### src/rtl/l1_dcache_pkg.sv
// rtl/l1_dcache_pkg.sv - shared types, line geometry and byte-merge helper for the L1 data cache
package l1_cache_types;

    localparam int LINE_BITS   = 256;
    localparam int OFFSET_BITS = 5;

    typedef enum logic [1:0] {
        IDLE      = 2'd0,
        WRITEBACK = 2'd1,
        FILL      = 2'd2
    } state_t;

    function automatic logic [31:0] be_merge(input logic [31:0] old_word,
                                             input logic [31:0] wdata,
                                             input logic [3:0]  be);
        logic [31:0] merged;
        merged = old_word;
        for (int i = 0; i < 4; i++) begin
            if (be[i]) merged[8*i +: 8] = wdata[8*i +: 8];
        end
        return merged;
    endfunction

endpackage

### src/rtl/l1_dcache_if.sv
// rtl/l1_dcache_if.sv - CPU-side dmem bus and line-wide pmem bus of the L1 data cache
interface l1_dcache_if;
    import l1_cache_types::*;

    logic                 mem_read;
    logic                 mem_write;
    logic [31:0]          mem_address;
    logic [3:0]           mem_byte_enable;
    logic [31:0]          mem_wdata;
    logic [31:0]          mem_rdata;
    logic                 mem_resp;

    logic                 pmem_read;
    logic                 pmem_write;
    logic [31:0]          pmem_address;
    logic [LINE_BITS-1:0] pmem_wdata;
    logic [LINE_BITS-1:0] pmem_rdata;
    logic                 pmem_resp;

    // The cache is the slave on the dmem side and drives the pmem side.
    modport slave (
        input  mem_read, mem_write, mem_address, mem_byte_enable, mem_wdata,
        output mem_rdata, mem_resp,
        output pmem_read, pmem_write, pmem_address, pmem_wdata,
        input  pmem_rdata, pmem_resp
    );

    modport master (
        output mem_read, mem_write, mem_address, mem_byte_enable, mem_wdata,
        input  mem_rdata, mem_resp,
        input  pmem_read, pmem_write, pmem_address, pmem_wdata,
        output pmem_rdata, pmem_resp
    );

endinterface

### src/rtl/l1_dcache_array.sv
// rtl/l1_dcache_array.sv - flop array with asynchronous read, synchronous write and optional reset clear
module l1_dcache_array #(
    parameter int WIDTH       = 1,
    parameter int DEPTH       = 8,
    parameter bit RESET_CLEAR = 1'b0,
    localparam int AW         = (DEPTH > 1) ? $clog2(DEPTH) : 1
) (
    input  logic             clk,
    input  logic             rst_n,
    input  logic [AW-1:0]    addr,
    input  logic             we,
    input  logic [WIDTH-1:0] wdata,
    output logic [WIDTH-1:0] rdata
);

    logic [WIDTH-1:0] mem [DEPTH];

    assign rdata = mem[addr];

    generate
        if (RESET_CLEAR) begin : g_clear
            always_ff @(posedge clk or negedge rst_n) begin
                if (!rst_n) begin
                    for (int i = 0; i < DEPTH; i++) mem[i] <= '0;
                end else if (we) begin
                    mem[addr] <= wdata;
                end
            end
        end else begin : g_noclear
            logic unused_rst;
            assign unused_rst = rst_n;

            always_ff @(posedge clk) begin
                if (we) mem[addr] <= wdata;
            end
        end
    endgenerate

endmodule

### src/rtl/l1_dcache.sv
// rtl/l1_dcache.sv - direct-mapped write-back write-allocate L1 data cache; L1_DCACHE_PERF_EN adds hit/miss counters
module l1_dcache
    import l1_cache_types::*;
#(
    parameter int S_INDEX = 3
) (
    input  logic        clk,
    input  logic        rst_n,
    l1_dcache_if.slave  bus,
    output logic [31:0] hit_count,
    output logic [31:0] miss_count
);

    localparam int SETS  = 2 ** S_INDEX;
    localparam int TAG_W = 27 - S_INDEX;

    state_t state_q, state_d;

    logic [TAG_W-1:0]     tag;
    logic [S_INDEX-1:0]   index;
    logic [2:0]           word;
    logic                 unused_addr_bits;

    logic [LINE_BITS-1:0] line_r, line_w, merged_line;
    logic [TAG_W-1:0]     tag_r;
    logic                 valid_r, dirty_r;
    logic                 data_we, tag_we, valid_we, dirty_we;
    logic                 valid_wd, dirty_wd;
    logic                 req, hit;

    assign tag   = bus.mem_address[31:OFFSET_BITS+S_INDEX];
    assign index = bus.mem_address[OFFSET_BITS+S_INDEX-1:OFFSET_BITS];
    assign word  = bus.mem_address[OFFSET_BITS-1:2];
    assign unused_addr_bits = ^bus.mem_address[1:0];

    l1_dcache_array #(.WIDTH(LINE_BITS), .DEPTH(SETS), .RESET_CLEAR(1'b0)) u_data (
        .clk(clk), .rst_n(rst_n), .addr(index), .we(data_we), .wdata(line_w), .rdata(line_r)
    );
    l1_dcache_array #(.WIDTH(TAG_W), .DEPTH(SETS), .RESET_CLEAR(1'b0)) u_tag (
        .clk(clk), .rst_n(rst_n), .addr(index), .we(tag_we), .wdata(tag), .rdata(tag_r)
    );
    l1_dcache_array #(.WIDTH(1), .DEPTH(SETS), .RESET_CLEAR(1'b1)) u_valid (
        .clk(clk), .rst_n(rst_n), .addr(index), .we(valid_we), .wdata(valid_wd), .rdata(valid_r)
    );
    l1_dcache_array #(.WIDTH(1), .DEPTH(SETS), .RESET_CLEAR(1'b1)) u_dirty (
        .clk(clk), .rst_n(rst_n), .addr(index), .we(dirty_we), .wdata(dirty_wd), .rdata(dirty_r)
    );

    assign req = bus.mem_read | bus.mem_write;
    assign hit = valid_r & (tag_r == tag) & req & (state_q == IDLE);

    always_comb begin
        merged_line = line_r;
        merged_line[{word, 5'b0} +: 32] =
            be_merge(line_r[{word, 5'b0} +: 32], bus.mem_wdata, bus.mem_byte_enable);
    end

    assign bus.mem_rdata  = bus.mem_resp ? line_r[{word, 5'b0} +: 32] : 32'd0;
    assign bus.pmem_wdata = (state_q == WRITEBACK) ? line_r : '0;

    always_ff @(posedge clk or negedge rst_n) begin
        if (!rst_n) state_q <= IDLE;
        else        state_q <= state_d;
    end

    always_comb begin
        state_d          = state_q;
        bus.mem_resp     = 1'b0;
        bus.pmem_read    = 1'b0;
        bus.pmem_write   = 1'b0;
        bus.pmem_address = 32'd0;
        data_we          = 1'b0;
        line_w           = merged_line;
        tag_we           = 1'b0;
        valid_we         = 1'b0;
        valid_wd         = 1'b0;
        dirty_we         = 1'b0;
        dirty_wd         = 1'b0;
        unique case (state_q)
            IDLE: begin
                if (hit) begin
                    bus.mem_resp = 1'b1;
                    // Simultaneous read+write is a store; empty byte enables still mark the line dirty.
                    if (bus.mem_write) begin
                        data_we  = 1'b1;
                        dirty_we = 1'b1;
                        dirty_wd = 1'b1;
                    end
                end else if (req) begin
                    state_d = (valid_r && dirty_r) ? WRITEBACK : FILL;
                end
            end
            WRITEBACK: begin
                bus.pmem_write   = 1'b1;
                bus.pmem_address = {tag_r, index, 5'b0};
                if (bus.pmem_resp) begin
                    dirty_we = 1'b1;
                    state_d  = FILL;
                end
            end
            FILL: begin
                bus.pmem_read    = 1'b1;
                bus.pmem_address = {tag, index, 5'b0};
                if (bus.pmem_resp) begin
                    data_we  = 1'b1;
                    line_w   = bus.pmem_rdata;
                    tag_we   = 1'b1;
                    valid_we = 1'b1;
                    valid_wd = 1'b1;
                    dirty_we = 1'b1;
                    state_d  = IDLE;
                end
            end
            default: state_d = IDLE;
        endcase
    end

`ifdef L1_DCACHE_PERF_EN
    always_ff @(posedge clk or negedge rst_n) begin
        if (!rst_n) begin
            hit_count  <= 32'd0;
            miss_count <= 32'd0;
        end else begin
            if (bus.mem_resp) hit_count <= hit_count + 32'd1;
            if (state_q == IDLE && state_d != IDLE) miss_count <= miss_count + 32'd1;
        end
    end
`else
    assign hit_count  = 32'd0;
    assign miss_count = 32'd0;
`endif

endmodule
### src/flat_wrapper.sv
// flat-port wrapper written by rule: the top's interface ports become plain ports
module l1_dcache_flat import l1_cache_types::*;
#(
    parameter int S_INDEX = 3
)
  (clk, rst_n, hit_count, miss_count, bus_mem_read, bus_mem_write, bus_mem_address, bus_mem_byte_enable, bus_mem_wdata, bus_mem_rdata, bus_mem_resp, bus_pmem_read, bus_pmem_write, bus_pmem_address, bus_pmem_wdata, bus_pmem_rdata, bus_pmem_resp);
  l1_dcache_if bus_i ();
  input  logic clk;
  input  logic rst_n;
  output logic [31:0] hit_count;
  output logic [31:0] miss_count;
  input wire logic [$bits(bus_i.mem_read)-1:0] bus_mem_read;
  input wire logic [$bits(bus_i.mem_write)-1:0] bus_mem_write;
  input wire logic [$bits(bus_i.mem_address)-1:0] bus_mem_address;
  input wire logic [$bits(bus_i.mem_byte_enable)-1:0] bus_mem_byte_enable;
  input wire logic [$bits(bus_i.mem_wdata)-1:0] bus_mem_wdata;
  output wire logic [$bits(bus_i.mem_rdata)-1:0] bus_mem_rdata;
  output wire logic [$bits(bus_i.mem_resp)-1:0] bus_mem_resp;
  output wire logic [$bits(bus_i.pmem_read)-1:0] bus_pmem_read;
  output wire logic [$bits(bus_i.pmem_write)-1:0] bus_pmem_write;
  output wire logic [$bits(bus_i.pmem_address)-1:0] bus_pmem_address;
  output wire logic [$bits(bus_i.pmem_wdata)-1:0] bus_pmem_wdata;
  input wire logic [$bits(bus_i.pmem_rdata)-1:0] bus_pmem_rdata;
  input wire logic [$bits(bus_i.pmem_resp)-1:0] bus_pmem_resp;
  assign bus_i.mem_read = bus_mem_read;
  assign bus_i.mem_write = bus_mem_write;
  assign bus_i.mem_address = bus_mem_address;
  assign bus_i.mem_byte_enable = bus_mem_byte_enable;
  assign bus_i.mem_wdata = bus_mem_wdata;
  assign bus_mem_rdata = bus_i.mem_rdata;
  assign bus_mem_resp = bus_i.mem_resp;
  assign bus_pmem_read = bus_i.pmem_read;
  assign bus_pmem_write = bus_i.pmem_write;
  assign bus_pmem_address = bus_i.pmem_address;
  assign bus_pmem_wdata = bus_i.pmem_wdata;
  assign bus_i.pmem_rdata = bus_pmem_rdata;
  assign bus_i.pmem_resp = bus_pmem_resp;
  l1_dcache #(.S_INDEX(S_INDEX)) u_core (.clk(clk), .rst_n(rst_n), .bus(bus_i), .hit_count(hit_count), .miss_count(miss_count));
endmodule
### config.mk
export PLATFORM = sky130hd
export DESIGN_NAME = l1_dcache_flat
export DESIGN_NICKNAME = d
export VERILOG_FILES = /design/src/rtl/l1_dcache_pkg.sv /design/src/rtl/l1_dcache_if.sv /design/src/rtl/l1_dcache_array.sv /design/src/rtl/l1_dcache.sv /design/src/flat_wrapper.sv
export SDC_FILE = /design/constraint.sdc
export NUM_CORES = 2
export LEC_CHECK = 0
export ABC_CLOCK_PERIOD_IN_PS = 8290
export BUFFER_PORTS_ARGS = -buffer_cell sky130_fd_sc_hd__buf_2
export CAP_MARGIN = 20
export CORE_ASPECT_RATIO = 0.7
export CORE_UTILIZATION = 44
export DETAILED_ROUTE_END_ITERATION = 7
export HOLD_SLACK_MARGIN = 0.06
export MAX_ROUTING_LAYER = met4
export SETUP_SLACK_MARGIN = 0.3
export SYNTH_ARGS = -nofsm -noshare
export SYNTH_HDL_FRONTEND = slang
export SYNTH_SLANG_ARGS = --single-unit
### constraint.sdc
create_clock -name clk -period 8.29 [get_ports clk]
set_input_delay 2.487 -clock clk [delete_from_list [all_inputs] [get_ports clk]]
set_output_delay 2.487 -clock clk [all_outputs]
set_load 0.02 [all_outputs]
Word level (Yosys, flattened, before mapping)
Memory sizes are Yosys's and may differ from the RTL's.
Index checks and enable logic that the tools add are counted.
{ "word_totals": {"ff_bits": 18, "latch_bits": 0, "mem_bits_rw": 2240, "rom_bits": 0, "inputBits": 329, "output_inout_bits": 387, "wordCells": 83, "mem_count": 2} }
{ "op_classes": {"add_sub_neg": 1, "multipliers": 0, "div": 0, "order_cmp": 2, "n_eq_ne": 7, "shifts": 3, "muxes": 41, "n_bitwise": 5, "n_reduce_logical": 5} }
{ "mem_list": {"columns": ["memory", "words", "width", "read_ports", "rd_clocked_by_memory_dff", "wr", "line", "text"], "rows": [
  ["u_core.u_data.mem", 8, 256, 1, 0, 1, "l1_dcache_array.sv:16", "logic [WIDTH-1:0] mem [DEPTH];"],
  ["u_core.u_tag.mem", 8, 24, 1, 0, 1, "l1_dcache_array.sv:16", null]
]} }
{ "ops": {"columns": ["op", "count"], "rows": [
  ["$mux 256", 3],
  ["$bwmux 256", 1],
  ["$shift 32x10->256 const A", 1],
  ["$shiftx 256x9->32", 1],
  ["$shiftx 32x10->256", 1],
  ["$pmux 32 s2", 1],
  ["$mux 32", 1],
  ["$mux 8", 4],
  ["$eq 24x24->1", 1],
  ["$mux 1", 18],
  ["$bwmux 8", 2],
  ["$mux 2", 5],
  ["$neg 8->10", 1],
  ["$bmux 1 s3", 2],
  ["$ne 2x2->1 const B", 3],
  ["$pmux 2 s3", 1],
  ["$ge 4x4->1 const B", 1],
  ["$lt 4x1->1 const B", 1],
  ["$not 3->4", 1],
  ["$pmux 1 s2", 2],
  ["$reduce_and 4->1", 1],
  ["$and 1x1->1", 3],
  ["$demux 1 s3", 1],
  ["$eq 2x1->1 const B", 1],
  ["6 further kinds", 7]
]} }

Depth between registers and ports, before layout
{ "depth": {"depth_word": 11, "mapped_depth": 17, "depth_no_buf": 11} }

By module
From an unflattened synthesis, not the netlist that was laid out.
{ "unflattened": {"cells_unflattened": 6116, "hier_area_um2": 98030.3} }
{ "modules_own_cells": {"columns": ["module", "n_inst", "cells_per_inst", "area_each_um2", "seq_area_each_um2"], "rows": [
  ["l1_dcache_array at u_core.u_data", 1, 3770, 77510.6, 61499.0],
  ["l1_dcache", 1, 1967, 12215.5, 50.0],
  ["l1_dcache_array at u_core.u_tag", 1, 319, 7400.8, 5765.5],
  ["l1_dcache_array at u_core.u_dirty ...", 2, 30, 451.7, 200.2]
]} }

Worst setup path after synthesis
No wires, ideal clock.
{ "synth_path": {"path_kind": "in2reg", "from": "input bus_mem_address[6]", "to": "memory u_core.u_data.mem[0][0] in the netlist's numbering (enable)", "setup_time_ps": 648, "arrival_ps": 10792, "required_time_ps": 7642, "slack_ps": -3150, "cell_stages": 13, "path_buffers": 4, "cell_sequence": "buf_6 > buf_6 > buf_4 > mux2_2 > a22oi_1 > o21ai_0 > xor2_1 > nor4_1 > nand3_1 > or4b_1 > buf_2 > o21ai_1 > and2_1"} }
{ "synth_between": {"elab_chain_len": 11, "elab_cells_between_ends": 13, "classes_between": "eq/ne (1); mux (7); bitwise (4); memory (1)"} }
{ "synth_lines": {"columns": ["element", "line", "text"], "rows": [
  ["start, declared", "flat_wrapper.sv:14", "input wire logic [$bits(bus_i.mem_address)-1:0] bus_mem_address;"],
  ["branches (longest 11 deep; another with $mem_v2 8x24)", null, null],
  ["end, declared", "l1_dcache_array.sv:16", null]
]} }
Several ways; the timed one is not identified. The select of a mux whose other input is x is not followed.

Worst setup path in the final report
{ "layout_path": {"from": "input bus_mem_address[6]", "to": "output bus_mem_rdata[23]"} }
{ "layout_between": {"elab_chain_len": 10, "elab_cells_between_ends": 14, "classes_between": "eq/ne (1); shift (1); mux (6); bitwise (4); memory (2)"} }
{ "layout_lines": {"columns": ["element", "line", "text"], "rows": [
  ["branches (longest 9 deep; another with $mem_v2 8x256)", null, null],
  ["$mux 32 *", "l1_dcache.sv:58", "assign bus.mem_rdata = bus.mem_resp ? line_r[{word, 5'b0} +: 32] : 32'd0;"],
  ["end, declared", "flat_wrapper.sv:17", "output wire logic [$bits(bus_i.mem_rdata)-1:0] bus_mem_rdata;"]
]} }
Every way passes the cells marked *. The select of a mux whose other input is x is not followed.

==> run metrics <==
clock period minus worst slack around 8000 ps; Post-synth top cells edfxtp_1 (2240), nor2_1 (521), mux2i_1 (380); RSZ-0062 raised after global routing yes; Critical Path AT around 5700 ps; Port Buffers between 600 and 700; CTS Buf Count 216; Final nets 7756; TritonCTS Sinks 2258; worst path cell trace buf_16 > mux2_4 > a221o_1 > a222oi_1 > buf_4 > xnor2_2 > nor4_4 > buf_4 > nand3_2 > or4b_4 > buf_12 > buf_16 > nor2_4 > buf_6; vias in the first global route 62700; Critical Path Stages 14; clk buf depth 4; Reg power frac 47.6%; largest net degree at the start of global routing 152; Setup crit start kind primary input; MaxCap Viol Count 0; hold_sp u_core.u_valid.mem[1]; Clk pwr share 33.2%; # placed instances 10100; Net Switching 8.53 mW; area of the multi-input gates 25600 um2; cell family with most CP delay simple AND/OR/NAND/NOR gates; hold-fix buffers at CTS 0; RePlAce Congestion 1.02; clk_lat worst skew 880 ps; main flop type after synthesis edfxtp_1; reg2reg setup slack 3330 ps; DR WL/cell 39.0 um; PwrDens roughly 260 nW/um2; Rows 142; Clock transition at path regs ~60 ps; WHS Endpoint u_core.u_valid.mem[1]; initial DRC count 12200; initial antenna violation count 56; status finished clean; FF+latch count, synth 2258; die area about 220000 um2; core area ~210000 um2; most numerous cell in the Yosys netlist edfxtp_1; Syn Area/Cell 15.4 um2; CP max FO 7; register area ~68000 um2; Async SR Flop Fraction 0.797%; max frequency ~120 MHz; Crit. End Element output port; H-tree level count 4; Pleak 40.7 nW; gr ovfl total 0; Synth top area share 70.6%; Post-Syn Area 95300 um2; Clock Skews 61.2 ps; WP buf/inv 6; Die Ht slightly below 400 um; total routed wirelength 410000 um; hold path depth 1; Int Power 20.9 mW; DR DRC count 0; post-route ant nets 0; CTS tree done; Seq/Total Area, Yosys between 70% and 80%; drt pass-1 iters 8; Slew Viols, Final 0; slowest stage delay, CP 590 ps; Yosys cell types 73; Area contributors post-synth edfxtp_1 (71%), mux2i_1 (4.0%), a221oi_1 (3.4%); Layout area overhead 21.2%; switching share of power 29.0%; Slowest cell on crit path or4b_4; share of cells above drive strength 1 29.3%; Hold Fails Final Rpt 0; Slew @ Worst Pin 1350 ps; CTS Root Cell clkbuf_16; post-DP HPWL 281000 um; Core Util, Final about 54%; Crit Path Class in2out; IO Count 716; Worst R2R End u_core.u_data.mem[3][130]; final non-filler cell total around 11000; Max IR drop VDD approximately 180 uV; combinational share of power about a fifth; number of cells produced by synthesis 6182; EDFF count, synth 2240; R2R depth 15; fin crit share between 90% and 100%; global-route wire length before repair 546000 um; Req. time, crit path about 5800 ps; Die Wd 558 um; post-DR vias/cell about 6.6; max_slew headroom 9.75%; Hold Crit Class reg2reg; GRT Total Usage 37.9%; setup_tns 0 ps; detailed-route via count ~69000; Setup Viol. Count Final 0; Starting Density 44.4%; worst reg2reg startpoint u_core.u_tag.mem[0][2]; fillcell total 17600; largest area contributor in the netlist edfxtp_1; Ys Warns 0
## cells by family (layout without fill, tap and decap cells)
group / after synthesis / count (layout) / share of synthesized area [%]
AO/OA/AOI/OAI: 1612 / 1612 / 11.9
AND/OR/NAND/NOR: 1027 / 1027 / 4.75
flip-flops: 2258 / 2258 / 71.1
other: 1 / 124 / 0.00394
buffers and inverters: 572 / 1911 / 2.90
XOR/XNOR: 23 / 23 / 0.211
adder cells (fa/ha/maj): 6 / 6 / 0.0788
multiplexers: 683 / 683 / 9.08
## final cells by class
type	count	area share, %
Antenna cell	55	0.119
Clock buffer	264	4.85
Clock inverter	122	1.01
Inverter	28	0.120
Multi-Input combinational cell	3420	22.2
Sequential cell	2258	58.6
Tap cell	2880	3.12
Timing Repair Buffer	1497	9.98
## power by group through the flow
stage / combinational [mW] / sequential (mW) / clock (mW)
after floorplan: 2.40 / 14.3 / 0
after global placement: 5.23 / 14.2 / 0
after detailed placement: 5.32 / 14.3 / 0
final: 5.67 / 14.0 / 9.77
after CTS: 5.38 / 14.0 / 9.80
after global routing: 5.74 / 14.1 / 10.2
## worst max path at each step
stage | startpoint | to | slack (ps)
floorplan | bus_mem_address[6] | u_core.u_data.mem[0][0] | -290
global placement | bus_mem_address[6] | bus_mem_rdata[20] | -420
detailed placement | bus_mem_address[6] | bus_mem_rdata[20] | -350
CTS | bus_mem_address[6] | bus_mem_rdata[7] | 220
global route | bus_mem_address[6] | bus_mem_rdata[23] | -7
finish | bus_mem_address[6] | bus_mem_rdata[23] | 100
## through the flow
stage	setup slack [ps]	instance area (um2)	hold WS, ps	power, mW
6_report	104	116000	467	29.5
5_1_grt	-7.33	115000	481	30.0
3_3_place_gp	-423	108000	447	19.5
2_1_floorplan	-286	95500	433	16.7
4_1_cts	221	115000	468	29.2
3_5_place_dp	-347	108000	453	19.6
## cell usage in the layout (no fill, tap or decap), types with 18 or more instances in the layout
cell type	count
a211oi_1	79
a21oi_1	295
a221o_1	24
a221oi_1	362
a22o_1	106
a22oi_1	158
a31oi_1	25
and2_1	112
buf_12	117
buf_2	607
buf_4	726
buf_6	33
bufinv_16	21
clkbuf_1	47
clkbuf_16	217
clkinv_1	49
clkinv_2	38
conb_1	69
dfrtp_1	18
diode_2	55
edfxtp_1	2240
inv_1	19
mux2_2	172
mux2i_1	380
mux4_2	127
nand2_1	213
nand2b_1	20
nand3_1	36
nor2_1	475
nor2_4	34
nor2b_1	26
nor3_1	19
o211ai_1	22
o21ai_0	213
o22a_1	24
o22ai_1	192
## per-layer routing
| layer | vias up | track usage [%] | wire length [um] | part of all wire, % |
|---|---|---|---|---|
| met5 | - | - | 0 | 0 |
| met4 | 0 | 18.9 | 24600 | 6.0 |
| met3 | 896 | 13.0 | 62900 | 15 |
| met2 | 5739 | 48.9 | 163000 | 40 |
| met1 | 35300 | 52.8 | 159000 | 39 |
| li1 | 27300 | - | - | - |
## state kept, by name, indices dropped and copies added (netlist names)
signal,cells
u_core.u_data.mem,2048
u_core.u_dirty.mem,8
u_core.state_q,2
u_core.u_valid.mem,8
u_core.u_tag.mem,192
## repair_timing
item,4_1_cts,5_1_grt
pin swaps,31,4
endpoints found under the hold margin,0,0
setup endpoints to repair,33,34
buffers inserted,12,0
gates cloned,6,0
gates resized for setup,143,20
## worst register-to-register path, delay by kind of cell, from the launching register on
family | cells | cell delay, ps
buf+inv | 6 | 1510
compound gates | 3 | 860
xor+xnor | 1 | 80
flops | 1 | 360
mux | 1 | 270
simple gates | 4 | 1430
No activity file was read; power rests on OpenSTA's default activity.
